===== src/rtl/lmsm_pkg.sv =====
// -----------------------------------------------------------------------------
// lmsm_pkg
// Shared definitions for the LM/SM sequencer:
//   - memory command encodings driven on mem_rw
//   - FSM state encodings
//   - register-index width (8-entry register file -> 3-bit index)
// -----------------------------------------------------------------------------
package lmsm_pkg;

  localparam int IDX_W = 3;

  localparam logic [1:0] MEM_IDLE = 2'b00;
  localparam logic [1:0] MEM_WR   = 2'b01;
  localparam logic [1:0] MEM_RD   = 2'b10;

  typedef enum logic [1:0] {
    ST_IDLE = 2'd0,
    ST_XFER = 2'd1,
    ST_DONE = 2'd2
  } state_t;

endpackage


===== src/rtl/lmsm_sequencer_lsb_prienc8.sv =====
// -----------------------------------------------------------------------------
// lsb_prienc8
// 8-bit lowest-set-bit priority encoder. Bit 0 has the highest priority.
// Ports:
//   vec_i   in  8  request vector
//   idx_o   out 3  index of the lowest set bit (0 when vec_i is 0)
//   valid_o out 1  high when any bit of vec_i is set
// -----------------------------------------------------------------------------
module lsb_prienc8
  import lmsm_pkg::*;
(
  input  logic [7:0]       vec_i,
  output logic [IDX_W-1:0] idx_o,
  output logic             valid_o
);

  // Scan from the top down so the lowest set bit is the last one written.
  always_comb begin
    idx_o   = '0;
    valid_o = 1'b0;
    for (int i = 7; i >= 0; i--) begin
      if (vec_i[i]) begin
        idx_o   = IDX_W'(i);
        valid_o = 1'b1;
      end
    end
  end

endmodule


===== src/rtl/lmsm_sequencer.sv =====
// -----------------------------------------------------------------------------
// lmsm_sequencer
// Multi-cycle LM (load multiple) / SM (store multiple) sequencer. Walks the
// latched register list lowest-index first, moving one word per cycle between
// the register file and consecutive memory words starting at base_addr.
//
// Optional build macro: LMSM_ADDR_ERR_EN
//   Adds output addr_err. Transfers whose pointer lies above the memory range
//   are suppressed (still consume a cycle and a list bit) and set addr_err,
//   which is sticky until the next accepted start. Without the macro the
//   memory address silently wraps on the low ADDR_W pointer bits.
//
// Ports:
//   clk, rst_n        clock, synchronous active-low reset
//   start             begin an operation (sampled in IDLE only)
//   is_sm             0 = LM (mem -> regs), 1 = SM (regs -> mem)
//   reg_list          participating registers, bit i = Ri
//   base_addr         first memory address
//   mem_rdata         combinational memory read data
//   rf_rdata          combinational register read data for rf_raddr
//   mem_addr/rw/wdata memory command (rw: 00 idle, 01 write, 10 read)
//   rf_raddr          register read index (SM)
//   rf_waddr/wdata/we register write port (LM)
//   busy              high in XFER and DONE
//   done              one-cycle completion pulse
//   addr_err          (macro only) sticky out-of-range flag
// -----------------------------------------------------------------------------
module lmsm_sequencer
  import lmsm_pkg::*;
#(
  parameter int DATA_W = 16,
  parameter int ADDR_W = 6,
  parameter int NREG   = 8
) (
  input  logic              clk,
  input  logic              rst_n,
  input  logic              start,
  input  logic              is_sm,
  input  logic [NREG-1:0]   reg_list,
  input  logic [DATA_W-1:0] base_addr,
  input  logic [DATA_W-1:0] mem_rdata,
  input  logic [DATA_W-1:0] rf_rdata,
  output logic [ADDR_W-1:0] mem_addr,
  output logic [1:0]        mem_rw,
  output logic [DATA_W-1:0] mem_wdata,
  output logic [IDX_W-1:0]  rf_raddr,
  output logic [IDX_W-1:0]  rf_waddr,
  output logic [DATA_W-1:0] rf_wdata,
  output logic              rf_we,
  output logic              busy,
  output logic              done
`ifdef LMSM_ADDR_ERR_EN
  ,
  output logic              addr_err
`endif
);

  state_t            state_q, state_d;
  logic              is_sm_q, is_sm_d;
  logic [NREG-1:0]   rem_list_q, rem_list_d;
  logic [DATA_W-1:0] ptr_q, ptr_d;

  logic [IDX_W-1:0]  idx;
  logic              idx_valid;
  logic [NREG-1:0]   rem_cleared;
  logic              in_range;
  logic              xfer_go;

  lsb_prienc8 u_prienc (
    .vec_i   (rem_list_q),
    .idx_o   (idx),
    .valid_o (idx_valid)
  );

  assign rem_cleared = rem_list_q & ~(NREG'(1) << idx);

`ifdef LMSM_ADDR_ERR_EN
  logic addr_err_q, addr_err_d;
  assign in_range = ~|ptr_q[DATA_W-1:ADDR_W];
  assign addr_err = addr_err_q;
`else
  assign in_range = 1'b1;
`endif

  // A transfer is driven only while rst_n is high, so a reset asserted during
  // XFER blocks the write that would otherwise land on the reset edge.
  assign xfer_go = (state_q == ST_XFER) && idx_valid && in_range && rst_n;

  // State register
  always_ff @(posedge clk) begin
    if (!rst_n) begin
      state_q    <= ST_IDLE;
      is_sm_q    <= 1'b0;
      rem_list_q <= '0;
      ptr_q      <= '0;
`ifdef LMSM_ADDR_ERR_EN
      addr_err_q <= 1'b0;
`endif
    end else begin
      state_q    <= state_d;
      is_sm_q    <= is_sm_d;
      rem_list_q <= rem_list_d;
      ptr_q      <= ptr_d;
`ifdef LMSM_ADDR_ERR_EN
      addr_err_q <= addr_err_d;
`endif
    end
  end

  // Next-state and datapath update
  always_comb begin
    state_d    = state_q;
    is_sm_d    = is_sm_q;
    rem_list_d = rem_list_q;
    ptr_d      = ptr_q;
`ifdef LMSM_ADDR_ERR_EN
    addr_err_d = addr_err_q;
`endif
    case (state_q)
      ST_IDLE: begin
        if (start) begin
          is_sm_d    = is_sm;
          rem_list_d = reg_list;
          ptr_d      = base_addr;
`ifdef LMSM_ADDR_ERR_EN
          addr_err_d = 1'b0;
`endif
          state_d    = (reg_list != '0) ? ST_XFER : ST_DONE;
        end
      end
      ST_XFER: begin
        rem_list_d = rem_cleared;
        ptr_d      = ptr_q + DATA_W'(1);
`ifdef LMSM_ADDR_ERR_EN
        if (!in_range) addr_err_d = 1'b1;
`endif
        if (rem_cleared == '0) state_d = ST_DONE;
      end
      ST_DONE: state_d = ST_IDLE;
      default: state_d = ST_IDLE;
    endcase
  end

  // Outputs
  always_comb begin
    mem_addr  = '0;
    mem_rw    = MEM_IDLE;
    mem_wdata = '0;
    rf_raddr  = '0;
    rf_waddr  = '0;
    rf_wdata  = '0;
    rf_we     = 1'b0;
    busy      = (state_q == ST_XFER) || (state_q == ST_DONE);
    done      = (state_q == ST_DONE);
    if (xfer_go) begin
      mem_addr = ptr_q[ADDR_W-1:0];
      if (is_sm_q) begin
        rf_raddr  = idx;
        mem_rw    = MEM_WR;
        mem_wdata = rf_rdata;
      end else begin
        mem_rw   = MEM_RD;
        rf_we    = 1'b1;
        rf_waddr = idx;
        rf_wdata = mem_rdata;
      end
    end
  end

endmodule

===== config.mk =====
export PLATFORM = sky130hd
export DESIGN_NAME = lmsm_sequencer
export DESIGN_NICKNAME = d
export VERILOG_FILES = /design/src/rtl/lmsm_pkg.sv /design/src/rtl/lmsm_sequencer_lsb_prienc8.sv /design/src/rtl/lmsm_sequencer.sv
export SDC_FILE = /design/constraint.sdc
export NUM_CORES = 1
export LEC_CHECK = 0
export CAP_MARGIN = 20
export CORE_MARGIN = 2
export CORE_UTILIZATION = 37
export DETAILED_ROUTE_END_ITERATION = 10
export PLACE_DENSITY = 0.87
export SKIP_LAST_GASP = 1
export SLEW_MARGIN = 20
export SYNTH_ARGS = -nofsm -noshare
export SYNTH_HDL_FRONTEND = slang
export SYNTH_SLANG_ARGS = --single-unit

===== constraint.sdc =====
create_clock -name clk -period 3.85 [get_ports clk]
set_input_delay 0.385 -clock clk [delete_from_list [all_inputs] [get_ports clk]]
set_output_delay 0.385 -clock clk [all_outputs]
set_load 0.005 [all_outputs]

==> flow_summary.yaml, run 1 <==
power:
  switching_share_pct: 32.9
  total_leakage_power_uw: 0.00102
  p_per_area_mw_per_mm2: 256
  report.power.total_uw: 633
  power.sequential.fraction_pct: 36.8
  netSwitchingPower_uw: 208
  p_comb_share_pct: 42.6
  cell_internal_pwr_uw: 425
  pwr-share-clk_pct: 20.6
  worst_ir_drop_on_vdd_mv: 0.221
placed_design:
  placed_area_sq_mm: 0.00243
  io_buffers: 98
  gp_congestion: 0.745
  place.detailed.hpwl_um: 3530
sta:
  final.setup.tns_ns: 0
  drv_slew: 0
  share_of_the_clock_period_used_by_the_worst_path_after_layout_pct: 78.5
  hold_violations: 0
  clock_skew_ns: 0.00214
  rsz_0062_raised_after_global_routing: "no"
  worst_slew_pin_slew_ns: 0.527
  setup_viol_count_final: 0
  final.min_clock_period_ns: 3.02
  fmaxAchievable_mhz: 331
  max-slew-margin-rel_pct: 64.8
synth:
  syn_avg_cell_area_sq_um: 7.87
  synthCells: 184
  ys_dominant_reg_cell: "sky130_fd_sc_hd__dfxtp_1"
  synth-edff-count: 0
  ys_ff_latch: 17
  postSynthNetCount: 248
  yosys_warnings: 0
  synth_async_sr_flop_share_pct: 0
  yosys.cell_types.count: 47
  synth_seq_area_share_pct: 23.5
  synthesis.area_sq_mm: 0.00145
floorplanning:
  design.die.area_sq_mm: 0.00443
  floorplan.initialDensity_pct: 39.0
  fp.dieW_um: 66.6
  fp-row-count: 22
  die-height_um: 66.6
  design.core.area_sq_mm: 0.00372
  top_level_ports: 109
global_routing:
  grt-ovfl-total: 0
  first_pass_grt_wire_length_um: 6870
  grt_pass1_vias: 1447
  antenna_found_initial: 0
  grt_max_degree: 29
  grt_usage_pct: 19.7
critical_path:
  crit_path_start_kind: "flip-flop"
  crit_arrival_ns: 2.64
  data_required_time_of_the_worst_path_ns: 3.46
  max_stage_delay_ns: 0.63
  worstSetupPathType: "reg -> out"
  worstSetupEndpointType: "primary output"
  critPathMaxFanout: 24
  slowest_stage: "sky130_fd_sc_hd__or4_4"
  crit_path_cell_trace: "or4_4 -> o311a_4 -> nand2b_4 -> inv_4 -> and2_1 -> clkdlybuf4s50_1"
drt:
  wl_um: 4490
  drt-initial-drc-count: 35
  route.vias.total: 1686
  wire_per_inst_um: 13.9
  antenna_violating_nets_post_route: 0
  post_drt_via_cell_ratio: 5.24
  drt_drc_violations_left: 0
  first_pass_iters: 4
cts:
  clk_pin_slew_ns: 0.06
  cts_tree: "yes"
  cts_resized: 0
  clockBufferDepth: 2
  cts-hold-fix-buffers: 0
  cts_setup_buffers: 0
  cts_inserted_buffers: 3
  clk-insertion-delay-late_ns: 0.25
  cts_sinks: 17
  htree_num_levels: 1
  clock_tree.root_cell: "sky130_fd_sc_hd__clkbuf_8"
finish:
  area.growth.synth_to_final_pct: 70.9
  utilization_pct: 66.6
  drive_above_1_share_pct: 9.12
  finalNetCount: 339
  finalInstanceArea_sq_mm: 0.00248
  fillCellCount: 312
  num_antenna_cells: 0
run_status:
  run_status: "completed"
worst_hold_path:
  hp-class: "reg -> reg"
run:
  number_of_max_cap_violations: 0
[cell type report]
type | count | area, sq um | share of cell area [%]
Sequential cell | 17 | 340 | 13.7
Clock buffer | 3 | 41.3 | 1.67
Multi-Input combinational cell | 144 | 993 | 40.1
Tap cell | 48 | 60.1 | 2.43
Clock inverter | 1 | 5.00 | 0.202
Inverter | 8 | 32.5 | 1.31
Timing Repair Buffer | 101 | 1000 | 40.5
[path summary, 6_finish.rpt]
kind | depth (start not counted) | end | startpoint | slack [ns]
max | 6 | rf_wdata[0] | rem_list_q[0]$_SDFFE_PN0P_ | 0.83
min | 2 | ptr_q[5]$_SDFFE_PN0P_ | ptr_q[5]$_SDFFE_PN0P_ | 0.50
max reg2reg | 4 | state_q[0]$_SDFFE_PN0P_ | rem_list_q[0]$_SDFFE_PN0P_ | 1.98
min reg2reg | 2 | ptr_q[5]$_SDFFE_PN0P_ | ptr_q[5]$_SDFFE_PN0P_ | 0.50
[cell usage after synthesis, types with 7 or more instances]
| library cell | number | area share [%] |
|---|---|---|
| sky130_fd_sc_hd__a21boi_0 | 7 | 3.6 |
| sky130_fd_sc_hd__a21oi_1 | 7 | 2.4 |
| sky130_fd_sc_hd__and2_1 | 13 | 5.6 |
| sky130_fd_sc_hd__and2_4 | 9 | 5.4 |
| sky130_fd_sc_hd__and3_1 | 16 | 6.9 |
| sky130_fd_sc_hd__clkbuf_1 | 10 | 2.6 |
| sky130_fd_sc_hd__dfxtp_1 | 17 | 23 |
| sky130_fd_sc_hd__inv_1 | 7 | 1.8 |
| sky130_fd_sc_hd__nand2_1 | 14 | 3.6 |
| sky130_fd_sc_hd__nor2_1 | 9 | 2.3 |
| sky130_fd_sc_hd__nor2b_1 | 8 | 3.5 |
| sky130_fd_sc_hd__o21ai_0 | 11 | 3.8 |
[power groups by stage]
| stage | Combinational (uW) | Clock, uW | Sequential (uW) |
|---|---|---|---|
| finish | 270 | 130 | 233 |
| global route | 299 | 140 | 238 |
| CTS | 272 | 134 | 232 |
| detailed placement | 270 | 0 | 235 |
| global placement | 264 | 0 | 234 |
| floorplan | 173 | 0 | 222 |
[placed cells by master (no fill, tap or decap), types with 2 or more instances in the layout]
master and n:
sky130_fd_sc_hd__ha_1 4, sky130_fd_sc_hd__a211oi_1 2, sky130_fd_sc_hd__or2_2 2, sky130_fd_sc_hd__a22oi_1 3, sky130_fd_sc_hd__clkbuf_8 3, sky130_fd_sc_hd__a21boi_0 7
sky130_fd_sc_hd__inv_1 7, sky130_fd_sc_hd__and2_1 13, sky130_fd_sc_hd__o311a_1 2, sky130_fd_sc_hd__a21o_1 3, sky130_fd_sc_hd__o31a_1 2, sky130_fd_sc_hd__and3_1 16
sky130_fd_sc_hd__nor2_1 9, sky130_fd_sc_hd__o21ai_0 11, sky130_fd_sc_hd__o221a_2 2, sky130_fd_sc_hd__and2_4 9, sky130_fd_sc_hd__o211a_1 2, sky130_fd_sc_hd__maj3_1 2
sky130_fd_sc_hd__nor2b_1 8, sky130_fd_sc_hd__mux2i_1 2, sky130_fd_sc_hd__a21oi_1 7, sky130_fd_sc_hd__buf_4 3, sky130_fd_sc_hd__o21bai_1 2, sky130_fd_sc_hd__clkdlybuf4s50_1 98
sky130_fd_sc_hd__dfxtp_1 17, sky130_fd_sc_hd__nand3_1 3, sky130_fd_sc_hd__or4_1 2, sky130_fd_sc_hd__nand2_1 14
[sequential cells by signal, summed over array words and instances (netlist names)]
| signal | cells |
|---|---|
| ptr_q | 6 |
| state_q | 2 |
| rem_list_q | 8 |
| is_sm_q | 1 |
[through the flow]
stage | setup WS (ns) | std cells | hold WS [ns]
6_report | 0.829 | 322 | 0.503
5_1_grt | 0.770 | 322 | 0.533
4_1_cts | 0.833 | 322 | 0.507
3_5_place_dp | 1.07 | 318 | 0.492
3_3_place_gp | 1.10 | 318 | 0.480
2_1_floorplan | 1.61 | 184 | 0.462
[layer usage]
metal	GRT usage (%)	vias to the layer above	share of wire [%]
met3	3.55	7	8.5
met2	35.6	81	49
met5	0	-	0
met4	5.36	0	1.1
li1	-	837	-
met1	23.7	761	42
[logic make-up after synthesis]
group | synth area share, %
buffers and inverters | 7.95
adder cells (fa/ha/maj) | 4.84
flip-flops | 23.5
AND/OR/NAND/NOR | 34.7
multiplexers | 2.16
AO/OA/AOI/OAI | 26.9
[critical path, delay by kind of cell, from the launching register on]
family                 cells  cell delay [ns]
and+or+nand+nor            3             0.93
buffers and inverters      2             0.54
AOI/OAI and AO/OA          1             0.49
DFF                        1             0.41
Note: power is estimated with default switching activity, not from simulation.
==> inputs of run 2 (changes only) <==
- CORE_UTILIZATION: 37 -> 31
- PLACE_DENSITY: 0.87 -> 0.78
- clock period: 3.85 -> 2.4 ns (I/O delays scaled with it)
==> flow_summary.yaml, run 2 (same netlist as run 1, synthesis figures left out) <==
run_status:
  run_status: "complete, but fails checks"
  violated_checks: "negative setup slack"
cts:
  cts_inserted_buffers: 3
  cts_tree: "yes"
  clk_pin_slew_ns: 0.06
  htree_num_levels: 1
  clock_tree.root_cell: "sky130_fd_sc_hd__clkbuf_8"
  cts-hold-fix-buffers: 0
  clk-insertion-delay-late_ns: 0.25
  cts_sinks: 17
  clockBufferDepth: 2
global_routing:
  antenna_found_initial: 0
  grt_max_degree: 28
  grt-ovfl-total: 0
  first_pass_grt_wire_length_um: 7370
  grt_usage_pct: 17.3
  grt_pass1_vias: 1582
drt:
  antenna_violating_nets_post_route: 0
  drt_drc_violations_left: 0
  route.vias.total: 1725
  drt-initial-drc-count: 43
  post_drt_via_cell_ratio: 5.10
  first_pass_iters: 4
  wl_um: 4760
  wire_per_inst_um: 14.1
sta:
  hold_violations: 0
  rsz_0062_raised_after_global_routing: "yes"
  final.setup.tns_ns: -0.333
  final.min_clock_period_ns: 2.47
  worst_slew_pin_slew_ns: 0.499
  clock_skew_ns: 0.00470
  share_of_the_clock_period_used_by_the_worst_path_after_layout_pct: 103
  max-slew-margin-rel_pct: 66.6
  fmaxAchievable_mhz: 404
  setup_viol_count_final: 7
  drv_slew: 0
  setup_ws_post_layout_ns: -0.0730
finish:
  area.growth.synth_to_final_pct: 76.3
  max_ffs_per_register: 8
  top_register: "rem_list_q"
  most_common_cell_after_layout_fill_and_taps_aside: "sky130_fd_sc_hd__clkdlybuf4s50_1"
  most-common-layout-cells: "sky130_fd_sc_hd__clkdlybuf4s50_1, sky130_fd_sc_hd__dlygate4sd2_1, sky130_fd_sc_hd__dfxtp_1, sky130_fd_sc_hd__and3_1, sky130_fd_sc_hd__nand2_1"
  drive_above_1_share_pct: 12.6
  num_antenna_cells: 0
  reg.largest.list: "rem_list_q x8, ptr_q x6, state_q x2"
  finalNetCount: 351
critical_path:
  crit_path_cell_trace: "or4_4 -> o311a_4 -> buf_6 -> and3_1 -> clkdlybuf4s50_1"
  slowest_stage: "sky130_fd_sc_hd__or4_4"
  worst-path-buf-inv: 2
  worstSetupEndpointType: "primary output"
  critPathMaxFanout: 10
  crit_arrival_ns: 2.23
  critical-path-top-delay-family: "simple AND/OR/NAND/NOR gates"
  data_required_time_of_the_worst_path_ns: 2.16
  worstSetupPathType: "reg -> out"
  crit_path_start_kind: "flip-flop"
  max_stage_delay_ns: 0.54
  rrSetupSlack_ns: 0.53
power:
  netSwitchingPower_uw: 347
  worst_ir_drop_on_vdd_mv: 0.269
  p_per_area_mw_per_mm2: 411
  p_comb_share_pct: 45.8
  total_leakage_power_uw: 0.00137
  switching_share_pct: 33.0
  cell_internal_pwr_uw: 703
  report.power.total_uw: 1050
  power.sequential.fraction_pct: 33.8
  pwr-share-clk_pct: 20.3
floorplanning:
  design.core.area_sq_mm: 0.00441
  die-height_um: 72.4
  fp.dieW_um: 72.4
  fp-row-count: 24
  floorplan.initialDensity_pct: 32.8
  top_level_ports: 109
  design.die.area_sq_mm: 0.00524
placed_design:
  gp_congestion: 0.905
  place.detailed.hpwl_um: 3720
  place_worst_setup_slack_ns: 0.107
  io_buffers: 98
worst_hold_path:
  hp-class: "reg -> reg"
run:
  number_of_max_cap_violations: 0
-- run 2: cell types whose count changed in the layout (fill, tap and decap cells not counted), moves of 2 or more --
cell                              previous run  this run
sky130_fd_sc_hd__clkdlybuf4s50_1            98        58
sky130_fd_sc_hd__dlygate4sd2_1               0        33
sky130_fd_sc_hd__buf_6                       0         2
sky130_fd_sc_hd__dlymetal6s2s_1              0         7
sky130_fd_sc_hd__buf_4                       3        12
-- run 2: final timing paths --
path | from | end | cells past startpoint
setup / recovery | rem_list_q[0]$_SDFFE_PN0P_ | mem_wdata[14] | 5
hold / removal | ptr_q[5]$_SDFFE_PN0P_ | ptr_q[5]$_SDFFE_PN0P_ | 2
setup reg to reg | rem_list_q[0]$_SDFFE_PN0P_ | state_q[0]$_SDFFE_PN0P_ | 5
hold reg to reg | ptr_q[5]$_SDFFE_PN0P_ | ptr_q[5]$_SDFFE_PN0P_ | 2
-- run 2: power groups by stage --
| stage | Sequential [uW] | Combinational (uW) | Clock, uW |
|---|---|---|---|
| after global placement | 359 | 474 | 0 |
| final | 355 | 481 | 213 |
| after floorplan | 356 | 278 | 0 |
| after CTS | 354 | 481 | 219 |
| after global routing | 360 | 532 | 230 |
| after detailed placement | 361 | 482 | 0 |
-- run 2: tightest hold or removal path, cell delays in order (launching register included) --
cell	delay, ns
sky130_fd_sc_hd__dfxtp_1	0.32
sky130_fd_sc_hd__o21ai_0	0.06
sky130_fd_sc_hd__a21boi_0	0.08
-- run 2: what timing repair did --
action,in CTS,in global routing
pin swaps,1,0
endpoints found under the setup margin,42,12
gates resized for setup,36,7
buffers inserted,1,1
gates cloned,1,0
endpoints found under the hold margin,0,0
-- run 2: final cells by class --
type	count	area, sq um
clock buffers	4	45.0
fillers	404	1860
inverters	8	35.0
multi-input cells	144	993
flip-flops and latches	17	340
well taps	52	65.1
repair buffers	113	1070
-- run 2: layer usage --
layer / global-route usage (%) / vias to the layer above / wire length (um)
met5: 0 / - / 0
met4: 3.14 / 0 / 23
met3: 3.61 / 4 / 431
met2: 31.6 / 73 / 2320
met1: 21.0 / 789 / 1980
li1: - / 859 / -
-- run 2: metrics by stage --
step	instance area [sq um]	hold WS [ns]	instances	utilization (%)
2_1_floorplan	1450	0.385	184	-
3_3_place_gp	2500	0.481	331	56.7
3_5_place_dp	2500	0.498	331	56.7
4_1_cts	2530	0.515	337	57.3
5_1_grt	2550	0.531	338	57.9
6_report	2550	0.509	338	57.9
==> inputs of run 3 (changes only) <==
- CORE_ASPECT_RATIO: not set -> 1.1
==> flow_summary.yaml, run 3 (same netlist as run 1, synthesis figures left out) <==
critical_path:
  worstSetupEndpointType: "primary output"
  crit_path_cell_trace: "or4_4 -> o311a_4 -> buf_4 -> and2_1 -> clkdlybuf4s50_1"
  critPathMaxFanout: 5
  data_required_time_of_the_worst_path_ns: 2.16
  crit_arrival_ns: 2.20
  rrSetupSlack_ns: 0.51
  crit_path_start_kind: "flip-flop"
  reg2regPathDepth: 5
  rr_startpoint: "rem_list_q[0]$_SDFFE_PN0P_"
  worstSetupPathType: "reg -> out"
  max_stage_delay_ns: 0.54
  slowest_stage: "sky130_fd_sc_hd__or4_4"
  r2r_end: "state_q[0]$_SDFFE_PN0P_"
floorplanning:
  design.core.area_sq_mm: 0.00459
  design.die.area_sq_mm: 0.00524
  fp-row-count: 26
  floorplan.initialDensity_pct: 31.6
  die-height_um: 75.7
  fp.dieW_um: 69.2
  top_level_ports: 109
cts:
  cts_sinks: 17
  clk-insertion-delay-late_ns: 0.25
  cts_inserted_buffers: 3
  cts_tree: "yes"
  clk_pin_slew_ns: 0.07
  clockBufferDepth: 2
  clock_tree.root_cell: "sky130_fd_sc_hd__clkbuf_8"
  htree_num_levels: 1
sta:
  worst_slew_pin_slew_ns: 0.492
  max-slew-margin-rel_pct: 67.1
  whs_ns: 0.505
  share_of_the_clock_period_used_by_the_worst_path_after_layout_pct: 102
  setup_viol_count_final: 17
  final.min_clock_period_ns: 2.44
  hold_violations: 0
  fmaxAchievable_mhz: 409
  setup_ws_post_layout_ns: -0.0431
  final.setup.tns_ns: -0.194
  drv_slew: 0
  clock_skew_ns: 0.00361
  rsz_0062_raised_after_global_routing: "yes"
placed_design:
  placed_area_sq_mm: 0.00251
  place.detailed.hpwl_um: 3500
  gp_congestion: 0.775
  io_buffers: 98
  dp_cells: 334
drt:
  first_pass_iters: 4
  drt-initial-drc-count: 46
  route.vias.total: 1735
  antenna_violating_nets_post_route: 0
  post_drt_via_cell_ratio: 5.06
  wire_per_inst_um: 12.9
  wl_um: 4440
  drt_drc_violations_left: 0
finish:
  finalInstanceArea_sq_mm: 0.00257
  max_ffs_per_register: 8
  post_layout_nonfiller_instances: 343
  top_register: "rem_list_q"
  most_common_cell_after_layout_fill_and_taps_aside: "sky130_fd_sc_hd__clkdlybuf4s50_1"
  fillCellCount: 433
  num_antenna_cells: 0
  most-common-layout-cells: "sky130_fd_sc_hd__clkdlybuf4s50_1, sky130_fd_sc_hd__dlygate4sd2_1, sky130_fd_sc_hd__dfxtp_1, sky130_fd_sc_hd__and3_1"
  drive_above_1_share_pct: 14.3
  reg.largest.list: "rem_list_q x8, ptr_q x6, state_q x2"
  area.growth.synth_to_final_pct: 77.6
  finalNetCount: 352
run_status:
  violated_checks: "negative setup slack"
  run_status: "complete, but fails checks"
global_routing:
  grt-ovfl-total: 0
  grt_usage_pct: 16.5
  first_pass_grt_wire_length_um: 7230
  antenna_found_initial: 0
  grt_max_degree: 28
  grt_pass1_vias: 1551
run:
  number_of_max_cap_violations: 0
worst_hold_path:
  end_point_of_the_most_critical_hold_path: "state_q[0]$_SDFFE_PN0P_"
  worst_hold_path.num_cells: 2
  hp-class: "reg -> reg"
  min_from: "state_q[0]$_SDFFE_PN0P_"
power:
  total_leakage_power_uw: 0.00133
  p_per_area_mw_per_mm2: 412
  worst_ir_drop_on_vdd_mv: 0.328
run 3: changes by cell type in the layout (fill, tap and decap cells not counted):
cell,before,now
sky130_fd_sc_hd__buf_12,0,1
sky130_fd_sc_hd__buf_2,1,0
sky130_fd_sc_hd__buf_4,12,14
sky130_fd_sc_hd__buf_6,2,0
sky130_fd_sc_hd__bufbuf_16,0,1
sky130_fd_sc_hd__clkbuf_1,1,0
sky130_fd_sc_hd__clkbuf_2,0,3
sky130_fd_sc_hd__clkinv_2,0,1
sky130_fd_sc_hd__dlygate4sd2_1,33,34
sky130_fd_sc_hd__dlymetal6s2s_1,7,3
run 3: timing repair:
item                       CTS  global route
cloned                       1             0
hold buffers                 0             0
buffers inserted             3             1
setup endpoints to repair   43            28
pin swaps                    1             0
resized for setup           38             9
run 3: cell type report:
type	count	area [sq um]	area share (%)
inverters	8	35.0	1.36
clock inverters	1	5.00	0.194
clock buffers	3	41.3	1.60
multi-input cells	144	993	38.6
flip-flops and latches	17	340	13.2
well taps	56	70.1	2.72
repair buffers	114	1090	42.3
run 3: layer usage:
layer | share of wire [%] | wire [um] | GRT usage (%)
met1 | 44 | 1970 | 20.1
met2 | 49 | 2160 | 30.8
met4 | 0.95 | 42 | 4.58
met5 | 0 | 0 | 0
met3 | 6.1 | 269 | 2.65
run 3: worst max path at each step:
stage,start,to,slack [ns]
floorplan,rem_list_q[0]$_SDFFE_PN0P_,rf_wdata[10],0.30
global placement,rem_list_q[0]$_SDFFE_PN0P_,rf_wdata[2],0.11
detailed placement,rem_list_q[0]$_SDFFE_PN0P_,mem_wdata[0],0.1
CTS,rem_list_q[0]$_SDFFE_PN0P_,mem_addr[1],-0.06
global route,rem_list_q[0]$_SDFFE_PN0P_,mem_addr[0],-0.11
finish,rem_list_q[0]$_SDFFE_PN0P_,mem_addr[0],-0.04
run 3: power by group:
| part | total (uW) | switching, uW | internal [uW] |
|---|---|---|---|
| clock | 214 | 98.7 | 115 |
| combinational | 491 | 214 | 277 |
| sequential | 355 | 35.4 | 320 |
run 3: metrics by stage:
step           setup WS (ns)  utilization [%]  power, uW
6_report             -0.0431             56.1       1060
5_1_grt               -0.112             56.1       1140
4_1_cts              -0.0643             56.0       1060
3_5_place_dp          0.0953             54.8        842
3_3_place_gp           0.113             54.8        830
2_1_floorplan          0.301                -        634
run 3: critical path, delay by kind of cell, from the launching register on:
kind / cells / cell delay, ns
DFF: 1 / 0.31
buffers and inverters: 2 / 0.59
AOI/OAI and AO/OA: 1 / 0.35
and+or+nand+nor: 2 / 0.69
